**config.mk**
```make
export PLATFORM = sky130hd
export DESIGN_NAME = spi_frame_packer
export DESIGN_NICKNAME = d
export VERILOG_FILES = /design/src/rtl/spi_frame_pkg.sv /design/src/rtl/sync_fifo_w16.sv /design/src/rtl/spi_frame_packer.sv
export SDC_FILE = /design/constraint.sdc
export NUM_CORES = 1
export LEC_CHECK = 0
export CAP_MARGIN = 20
export CORE_ASPECT_RATIO = 0.8
export CORE_MARGIN = 4
export CORE_UTILIZATION = 50
export CTS_BUF_LIST = sky130_fd_sc_hd__clkbuf_8
export CTS_CLUSTER_SIZE = 28
export DETAILED_ROUTE_END_ITERATION = 8
export PLACE_DENSITY_LB_ADDON = 0.12
export SLEW_MARGIN = 40
export SYNTH_ARGS = -nofsm -noshare
export SYNTH_HDL_FRONTEND = slang
export SYNTH_SLANG_ARGS = --single-unit
```
**constraint.sdc**
```tcl
create_clock -name dataclk -period 3.9 [get_ports dataclk]
set_input_delay 0.78 -clock dataclk [delete_from_list [all_inputs] [get_ports dataclk]]
set_output_delay 0.78 -clock dataclk [all_outputs]
set_load 0.01 [all_outputs]
```
**src/rtl/spi_frame_pkg.sv**
```systemverilog
// Shared constants and state encoding for the SPI frame packer.
package spi_frame_pkg;
  localparam logic [63:0] MAGIC     = 64'hC691199927021942;
  localparam int          HDR_WORDS = 4;
  localparam int          TS_WORDS  = 2;

  typedef enum logic [1:0] {IDLE, HDR, TS, DATA} state_t;
endpackage

```
**src/rtl/sync_fifo_w16.sv**
```systemverilog
// First-word-fall-through 16-bit skid buffer; a read frees its slot for a same-cycle write.
module sync_fifo_w16 #(
  parameter int DEPTH = 16
) (
  input  logic        clk,
  input  logic        rst,
  input  logic        wr_en,
  input  logic [15:0] din,
  input  logic        rd_en,
  output logic [15:0] dout,
  output logic        full,
  output logic        empty
);
  localparam int AW = $clog2(DEPTH);

  logic [15:0] mem [DEPTH];
  logic [AW:0] wr_ptr;
  logic [AW:0] rd_ptr;
  logic        do_wr;
  logic        do_rd;

  assign empty = (wr_ptr == rd_ptr);
  assign full  = (wr_ptr[AW] != rd_ptr[AW]) && (wr_ptr[AW-1:0] == rd_ptr[AW-1:0]);
  assign do_rd = rd_en && !empty;
  assign do_wr = wr_en && (!full || do_rd);
  assign dout  = mem[rd_ptr[AW-1:0]];

  always_ff @(posedge clk or posedge rst) begin
    if (rst) begin
      wr_ptr <= '0;
      rd_ptr <= '0;
    end else begin
      if (do_wr) wr_ptr <= wr_ptr + 1'b1;
      if (do_rd) rd_ptr <= rd_ptr + 1'b1;
    end
  end

  // Storage carries no reset; the pointers alone define what is valid.
  always_ff @(posedge clk) begin
    if (do_wr) mem[wr_ptr[AW-1:0]] <= din;
  end
endmodule

```
**src/rtl/spi_frame_packer.sv**
```systemverilog
// Wraps buffered SPI sample words into header + timestamp + payload frames for the host FIFO.
module spi_frame_packer #(
  parameter int          NUM_WORDS = 36,
  parameter int          BUF_DEPTH = 16,
  parameter logic [63:0] MAGIC     = spi_frame_pkg::MAGIC
) (
  input  logic        dataclk,
  input  logic        fifo_reset,
  input  logic        enable,
  input  logic        frame_start,
  input  logic        sample_valid,
  input  logic [15:0] sample_data,
  output logic [15:0] FIFO_DATA_STREAM,
  output logic        FIFO_DATA_STREAM_WEN,
  output logic [31:0] timestamp,
  output logic        busy,
  output logic        frame_overrun,
  output logic        sample_drop
);
  import spi_frame_pkg::*;

  localparam logic [9:0] LAST_IDX = 10'(NUM_WORDS - 1);
  localparam logic [9:0] HDR_LAST = 10'(HDR_WORDS - 1);
  localparam logic [9:0] TS_LAST  = 10'(TS_WORDS - 1);

  state_t      state;
  state_t      state_nxt;
  logic [9:0]  cnt;
  logic [9:0]  cnt_nxt;
  logic [31:0] ts_cnt;
  logic        accept;
  logic        pop;
  logic [15:0] word_nxt;
  logic        wen_nxt;
  logic [15:0] buf_dout;
  logic        buf_full;
  logic        buf_empty;

  sync_fifo_w16 #(.DEPTH(BUF_DEPTH)) u_buf (
    .clk   (dataclk),
    .rst   (fifo_reset),
    .wr_en (sample_valid),
    .din   (sample_data),
    .rd_en (pop),
    .dout  (buf_dout),
    .full  (buf_full),
    .empty (buf_empty)
  );

  assign accept = frame_start && enable && (state == IDLE);
  assign busy   = (state != IDLE);

  always_ff @(posedge dataclk or posedge fifo_reset) begin
    if (fifo_reset) begin
      state <= IDLE;
      cnt   <= '0;
    end else begin
      state <= state_nxt;
      cnt   <= cnt_nxt;
    end
  end

  // One counter walks the header, timestamp and payload phases in turn.
  always_comb begin
    state_nxt = state;
    cnt_nxt   = cnt;
    case (state)
      IDLE: begin
        if (accept) begin
          state_nxt = HDR;
          cnt_nxt   = '0;
        end
      end
      HDR: begin
        if (cnt == HDR_LAST) begin
          state_nxt = TS;
          cnt_nxt   = '0;
        end else begin
          cnt_nxt = cnt + 1'b1;
        end
      end
      TS: begin
        if (cnt == TS_LAST) begin
          state_nxt = DATA;
          cnt_nxt   = '0;
        end else begin
          cnt_nxt = cnt + 1'b1;
        end
      end
      DATA: begin
        if (!buf_empty) begin
          if (cnt == LAST_IDX) begin
            state_nxt = IDLE;
            cnt_nxt   = '0;
          end else begin
            cnt_nxt = cnt + 1'b1;
          end
        end
      end
      default: begin
        state_nxt = IDLE;
        cnt_nxt   = '0;
      end
    endcase
  end

  always_comb begin
    word_nxt = '0;
    wen_nxt  = 1'b0;
    pop      = 1'b0;
    case (state)
      HDR: begin
        wen_nxt  = 1'b1;
        word_nxt = MAGIC[{cnt[1:0], 4'b0000} +: 16];
      end
      TS: begin
        wen_nxt  = 1'b1;
        word_nxt = cnt[0] ? timestamp[31:16] : timestamp[15:0];
      end
      DATA: begin
        if (!buf_empty) begin
          pop      = 1'b1;
          wen_nxt  = 1'b1;
          word_nxt = buf_dout;
        end
      end
      default: ;
    endcase
  end

  // Registered output stage; a drop is a write into a full buffer that no read relieves.
  always_ff @(posedge dataclk or posedge fifo_reset) begin
    if (fifo_reset) begin
      FIFO_DATA_STREAM     <= '0;
      FIFO_DATA_STREAM_WEN <= 1'b0;
      timestamp            <= '0;
      ts_cnt               <= '0;
      frame_overrun        <= 1'b0;
      sample_drop          <= 1'b0;
    end else begin
      FIFO_DATA_STREAM     <= word_nxt;
      FIFO_DATA_STREAM_WEN <= wen_nxt;
      if (accept) begin
        timestamp <= ts_cnt;
        ts_cnt    <= ts_cnt + 1'b1;
      end
      if (frame_start && busy) frame_overrun <= 1'b1;
      if (sample_valid && buf_full && !pop) sample_drop <= 1'b1;
    end
  end
endmodule

```
==> flow_summary.json, run 1 <==
{
  "status": "complete, no violations",
  "slew_headroom_pct": 49.83,
  "synth_edf_count": 256,
  "timing.fmax_ghz": 0.3393,
  "pwr_density_cell_nw_per_um2": 470.8,
  "port_buffers": 72,
  "layout_common_cells": "edfxtp_1 (256), nand2_1 (140), dfrtp_1 (103)",
  "root_buffer": "clkbuf_8",
  "die_x_um": 198.9,
  "rsz0062_at_grt": "no",
  "grt_usage_pct": 20.22,
  "finalNonFillerCells": 1425,
  "p_int_mw": 6.008,
  "final_common_cell": "edfxtp_1",
  "grt-ovfl-total": 0,
  "switchingPower_mw": 1.916,
  "final_antenna_net_count": 0,
  "rows": 55,
  "ys_ff_latch": 361,
  "slew_violations": 0,
  "path_buf_inv": 4,
  "worstSetupPathType": "reg2out",
  "ctsHoldBuffers": 0,
  "regArea_um2": 10320,
  "end_kind": "output pin",
  "min_path_type": "reg2reg",
  "fillCellCount": 2223,
  "yosys.area_share.simple_pct": 7.694,
  "n_antenna_cell": 0,
  "drt-initial-drc-count": 759,
  "dp_hpwl_mm": 20.77,
  "swShare_pct": 24.18,
  "period_needed_ns": 2.947,
  "grt_pass1_vias": 8103,
  "ys_seq_area_share_pct": 70.79,
  "synth_cells": 894,
  "syn-num-nets": 930,
  "dieArea_um2": 31950,
  "timing.final.crit_share_pct": 75.56,
  "synth-main-ff-cell": "edfxtp_1",
  "cts_setup_buffers": 0,
  "place.gp.congestion": 0.8288,
  "cp-start-kind": "flop",
  "combPwrFrac_pct": 7.7,
  "antenna_found_initial": 0,
  "io_pins": 73,
  "cp_top_family": "buffers and inverters",
  "syn_area_um2": 14570,
  "start_util_pct": 51.14,
  "clk_pin_slew_ns": 0.06,
  "tightest_slew_ns": 0.7525,
  "setup_tns_ns": 0,
  "cp_max_fo": 21,
  "async_reset_ff_share_pct": 29.09,
  "grt_pass1_wl_mm": 49.14,
  "cts.repair.resized": 0,
  "synth_mux_area_share_pct": 11.62,
  "synth_cell_types": 50,
  "synth_adder_area_share_pct": 1.288,
  "synth_top_family_by_area": "multiplexers",
  "p_leak_nw": 6.189,
  "power_frac_seq_pct": 57.3,
  "synth_compound_area_share_pct": 3.778,
  "cap_violations": 0,
  "ys_warn_count": 0,
  "skew_ns": 0.01450,
  "drive_above_1_share_pct": 19.43,
  "htree_levels": 2,
  "core_um2": 28490,
  "critPathArrivalTime_ns": 2.17,
  "nets": 1050,
  "hold_viol": 0,
  "grt_max_degree": 64,
  "syn_area_per_cell_um2": 16.30,
  "ir_drop_uv": 308.8,
  "area_growth_pct": 15.53,
  "first_pass_iters": 6,
  "wl_per_cell_um": 22.30,
  "setup_violations": 0,
  "cp.required_ns": 3.12,
  "num_vias": 8001,
  "die_h_um": 160.7,
  "routed_wl_mm": 31.78,
  "crit_chain": "inv_1 > ha_1 > buf_4 > inv_1 > clkdlybuf4s50_1",
  "cts_tree": "built",
  "cts_made_buffers": 54,
  "clkLatencyLatePin_ns": 0.59,
  "worst_path_max_delay_cell": "clkdlybuf4s50_1",
  "crit_path_frequent_cell": "inv_1",
  "routed_via_density": 5.615,
  "clkPwrFrac_pct": 35.0,
  "clockBufferDepth": 3,
  "multi_input_area_um2": 4041,
  "drc": 0,
  "slowest_delay_ns": 0.54,
  "synth-xor-area-share_pct": 3.006,
  "clock_sinks": 361,
  "place_inst": 1328
}
[synthesized netlist by cell type, drive strengths merged (2+ instances only)]
master / instances / area [um^2]
nand2: 140 / 525.5
xnor2: 38 / 332.8
nand2b: 3 / 18.77
nor2b: 7 / 43.79
and3: 8 / 50.05
buf: 23 / 152.6
clkbuf: 19 / 71.32
nor3: 10 / 60.06
dfrtp: 105 / 2628
nor2: 45 / 168.9
o21ai: 6 / 30.03
nand4: 13 / 81.33
o211ai: 3 / 22.52
a221oi: 2 / 23.77
xor2: 12 / 105.1
edfxtp: 256 / 7687
a21o: 2 / 15.01
a22o: 6 / 52.55
o21a: 2 / 15.01
and4: 2 / 17.52
mux2i: 6 / 60.06
a21oi: 10 / 50.05
inv: 11 / 41.29
or3: 2 / 12.51
a22oi: 24 / 180.2
ha: 15 / 187.7
mux2: 17 / 191.4
mux4: 64 / 1441
nand3: 17 / 85.08
a222oi: 7 / 70.07
and2: 4 / 25.02
o22ai: 4 / 25.02
[worst reg2reg max path: stages (launching register included)]
cell and delay [ns]:
dfrtp_1 0.66, xnor2_1 0.18, nand4_1 0.10, buf_4 0.18, o31a_1 0.40, nand2_1 0.24, nor2_2 0.35, buf_4 0.30
[sequential cells by signal, summed over array words and instances (netlist names)]
name                  count
u_buf.mem               256
timestamp                32
ts_cnt                   32
FIFO_DATA_STREAM         16
cnt                      10
u_buf.rd_ptr              5
u_buf.wr_ptr              5
state                     2
FIFO_DATA_STREAM_WEN      1
frame_overrun             1
sample_drop               1
[power by group through the flow]
stage	Sequential (mW)	Combinational [mW]	Clock [mW]
5_1_grt	4.56	0.666	3.03
6_report	4.54	0.608	2.77
3_3_place_gp	4.61	0.610	0
4_1_cts	4.54	0.622	2.85
2_1_floorplan	4.56	0.359	0
3_5_place_dp	4.62	0.620	0
[layer usage]
metal | vias to the layer above | wire (um) | track usage, %
li1 | 3631 | - | -
met1 | 4114 | 14970 | 31.80
met2 | 203 | 14600 | 29.98
met3 | 53 | 1612 | 3.272
met4 | 0 | 591 | 4.910
met5 | - | 0 | 0
[cells by family (layout without fill, tap and decap cells)]
| group | after synthesis | count (layout) |
|---|---|---|
| adder cells (fa/ha/maj) | 15 | 15 |
| XOR/XNOR | 50 | 50 |
| AND/OR/NAND/NOR | 254 | 254 |
| buffers and inverters | 53 | 214 |
| AO/OA/AOI/OAI | 74 | 74 |
| multiplexers | 87 | 87 |
| flip-flops | 361 | 361 |
[cell type report]
type / instances / area share, %
inverters: 11 / 0.2602
flip-flops and latches: 361 / 61.31
repair buffers: 106 / 5.969
clock buffers: 55 / 4.497
multi-input cells: 480 / 24.01
clock inverters: 42 / 1.204
well taps: 370 / 2.750
[through the flow]
step / cell area, um^2 / setup WS, ns / hold slack (ns) / util [%] / total power, mW
CTS: 16830 / 0.9056 / 0.4647 / 59.08 / 8.016
floorplan: 14570 / 0.3595 / 0.4453 / - / 4.916
global placement: 15870 / 0.8927 / 0.4410 / 55.69 / 5.223
finish: 16830 / 0.9531 / 0.4621 / 59.08 / 7.924
global route: 16830 / 0.8454 / 0.4876 / 59.08 / 8.255
detailed placement: 15870 / 0.8493 / 0.4512 / 55.71 / 5.239
[path summary, 6_finish.rpt]
check / slack [ns] / startpoint / endpoint / cells past startpoint
worst max-delay path: 0.95 / state[0]$_DFFE_PP0P_ / busy / 5
worst min-delay path: 0.46 / sample_drop$_DFFE_PP0P_ / sample_drop$_DFFE_PP0P_ / 1
worst max register to register: 1.18 / u_buf.wr_ptr[3]$_DFFE_PP0P_ / u_buf.mem[14][5]$_DFFE_PP_ / 7
worst min register to register: 0.46 / sample_drop$_DFFE_PP0P_ / sample_drop$_DFFE_PP0P_ / 1
max in group asynchronous: 2.56 / fifo_reset / ts_cnt[2]$_DFFE_PP0P_ / 3
min in group asynchronous: 0.58 / fifo_reset / u_buf.wr_ptr[4]$_DFFE_PP0P_ / 2
(Power assumes the default switching activity.)
==> run 2: changes to the inputs <==
==> constraint.sdc (replaced) <==
create_clock -name dataclk -period 2.6 [get_ports dataclk]
set_input_delay 0.52 -clock dataclk [delete_from_list [all_inputs] [get_ports dataclk]]
set_output_delay 0.52 -clock dataclk [all_outputs]
set_load 0.01 [all_outputs]
==> run 2 against run 1 <==
Sequential share of layout area decreased by 1.4 points; count of clock-buffer cells in the layout grew 1; first-iteration DRC count decreased by 27%; global-route usage up 0.91 points; routed wire length up 3.3%; sequential cell count is the same; hold slack worse by 0.18 ns; via count is 1.7% higher; cell count increased by 2.0%; critical endpoint is now FIFO_DATA_STREAM[1]$_DFF_PP0_; largest power group unchanged; highest routed layer unchanged.
==> flow_summary.json, run 2 (synthesis results as in run 1) <==
{
  "rrSetupSlack_ns": 0.29,
  "hold_ws_ns": 0.2850,
  "cp.required_ns": 3.06,
  "start_util_pct": 51.14,
  "nets": 1078,
  "drc": 0,
  "place.gp.congestion": 0.8081,
  "cp-start-kind": "flop",
  "clk_pin_slew_ns": 0.06,
  "core_um2": 28490,
  "drive_above_1_share_pct": 21.40,
  "skew_ns": 0.02296,
  "final_common_cell": "edfxtp_1",
  "pwr_density_cell_nw_per_um2": 696.1,
  "layout_common_cells": "edfxtp_1 (256), nand2_1 (140), dfrtp_1 (103)",
  "port_buffers": 72,
  "rows": 55,
  "slew_violations": 0,
  "setup_violations": 0,
  "num_vias": 8137,
  "rsz0062_at_grt": "no",
  "grt_max_degree": 78,
  "grt-ovfl-total": 0,
  "grt_usage_pct": 21.13,
  "area_growth_pct": 18.22,
  "largest_register_ffs": 256,
  "die_x_um": 198.9,
  "final_antenna_net_count": 0,
  "wl_per_cell_um": 22.58,
  "critPathArrivalTime_ns": 2.77,
  "p_leak_nw": 6.338,
  "critPathLaunch": "u_buf.rd_ptr[0]$_DFFE_PP0P_",
  "min_path_type": "in2async",
  "setup_tns_ns": 0,
  "io_pins": 73,
  "clkLatencyLatePin_ns": 0.59,
  "rr_startpoint": "u_buf.rd_ptr[0]$_DFFE_PP0P_",
  "routed_wl_mm": 32.83,
  "drt-initial-drc-count": 556,
  "worstSetupPathType": "reg2reg",
  "ir_drop_uv": 468.6,
  "cts_made_buffers": 54,
  "hold_viol": 0,
  "dieArea_um2": 31950,
  "clockBufferDepth": 3,
  "first_pass_iters": 5,
  "antenna_found_initial": 0,
  "dp_hpwl_mm": 21.25,
  "grt_pass1_wl_mm": 50.81,
  "n_antenna_cell": 0,
  "clock_sinks": 361,
  "die_h_um": 160.7,
  "timing.final.crit_share_pct": 88.93,
  "routed_via_density": 5.596,
  "root_buffer": "clkbuf_8",
  "cp_max_fo": 44,
  "slew_headroom_pct": 58.37,
  "cap_violations": 0,
  "period_needed_ns": 2.312,
  "end_kind": "flop",
  "grt_pass1_vias": 8305,
  "htree_levels": 2,
  "tightest_slew_ns": 0.6225,
  "cts_tree": "built",
  "fillCellCount": 2180,
  "status": "complete, no violations",
  "timing.fmax_ghz": 0.4325
}
## run 2: cell count changes in the layout (fill, tap and decap cells not counted), moves of 2 or more
cell,previous run,this run
nor3_2,6,4
nor3_4,0,2
clkinv_1,13,21
buf_4,31,45
buf_12,2,17
inv_1,30,23
clkinvlp_4,1,3
## run 2: timing repair
| action | in CTS | in global routing |
|---|---|---|
| hold buffers | 0 | 0 |
| resized for setup | 0 | 2 |
| endpoints found under the setup margin | 0 | 1 |
| setup buffers | 0 | 0 |
## run 2: final cells by class
class,count,area [um^2],area share [%]
Inverter,11,45.04,0.2615
Clock buffer,56,770.7,4.474
Tap cell,370,462.9,2.688
Timing Repair Buffer,134,1401,8.135
Clock inverter,42,172.7,1.002
Multi-Input combinational cell,480,4053,23.53
Sequential cell,361,10320,59.91
## run 2: report_power, final
group | internal, mW | switching [mW]
registers | 6.63 | 0.114
logic | 0.436 | 0.720
clock network | 1.99 | 2.09
total | 9.06 | 2.93
## run 2: per-stage QoR
stage,util (%),worst slack [ns],power [mW],instance area (um^2),cells
6_report,60.46,0.2877,11.99,17230,1454
5_1_grt,60.46,0.1313,12.52,17230,1454
4_1_cts,60.44,0.003473,12.12,17220,1454
3_5_place_dp,57.13,0.1445,8.034,16280,1356
3_3_place_gp,57.13,0.2025,8.011,16280,1356
2_1_floorplan,-,0.1537,7.389,14590,894
## run 2: final timing paths
check / to / cells after the start
setup / recovery: FIFO_DATA_STREAM[1]$_DFF_PP0_ / 6
hold reg to reg: sample_drop$_DFFE_PP0P_ / 1
min in group dataclk: sample_drop$_DFFE_PP0P_ / 1
hold / removal: cnt[6]$_DFFE_PP0P_ / 2
setup reg to reg: FIFO_DATA_STREAM[1]$_DFF_PP0_ / 6
max in group asynchronous: ts_cnt[0]$_DFFE_PP0P_ / 3
## run 2: routing by layer
layer / track usage (%) / vias up / share of wire [%]
met5: 0 / - / 0
met4: 4.910 / 0 / 1.6
met3: 4.740 / 45 / 6.3
met2: 31.27 / 222 / 46
met1: 32.48 / 4184 / 46
li1: - / 3686 / -
## run 2: critical path, stage by stage (launching register included)
cell,delay [ns]
dfrtp_4,0.46
buf_12,0.34
mux4_2,0.55
a22oi_1,0.23
nand2_1,0.17
a222oi_1,0.34
nor2_1,0.08
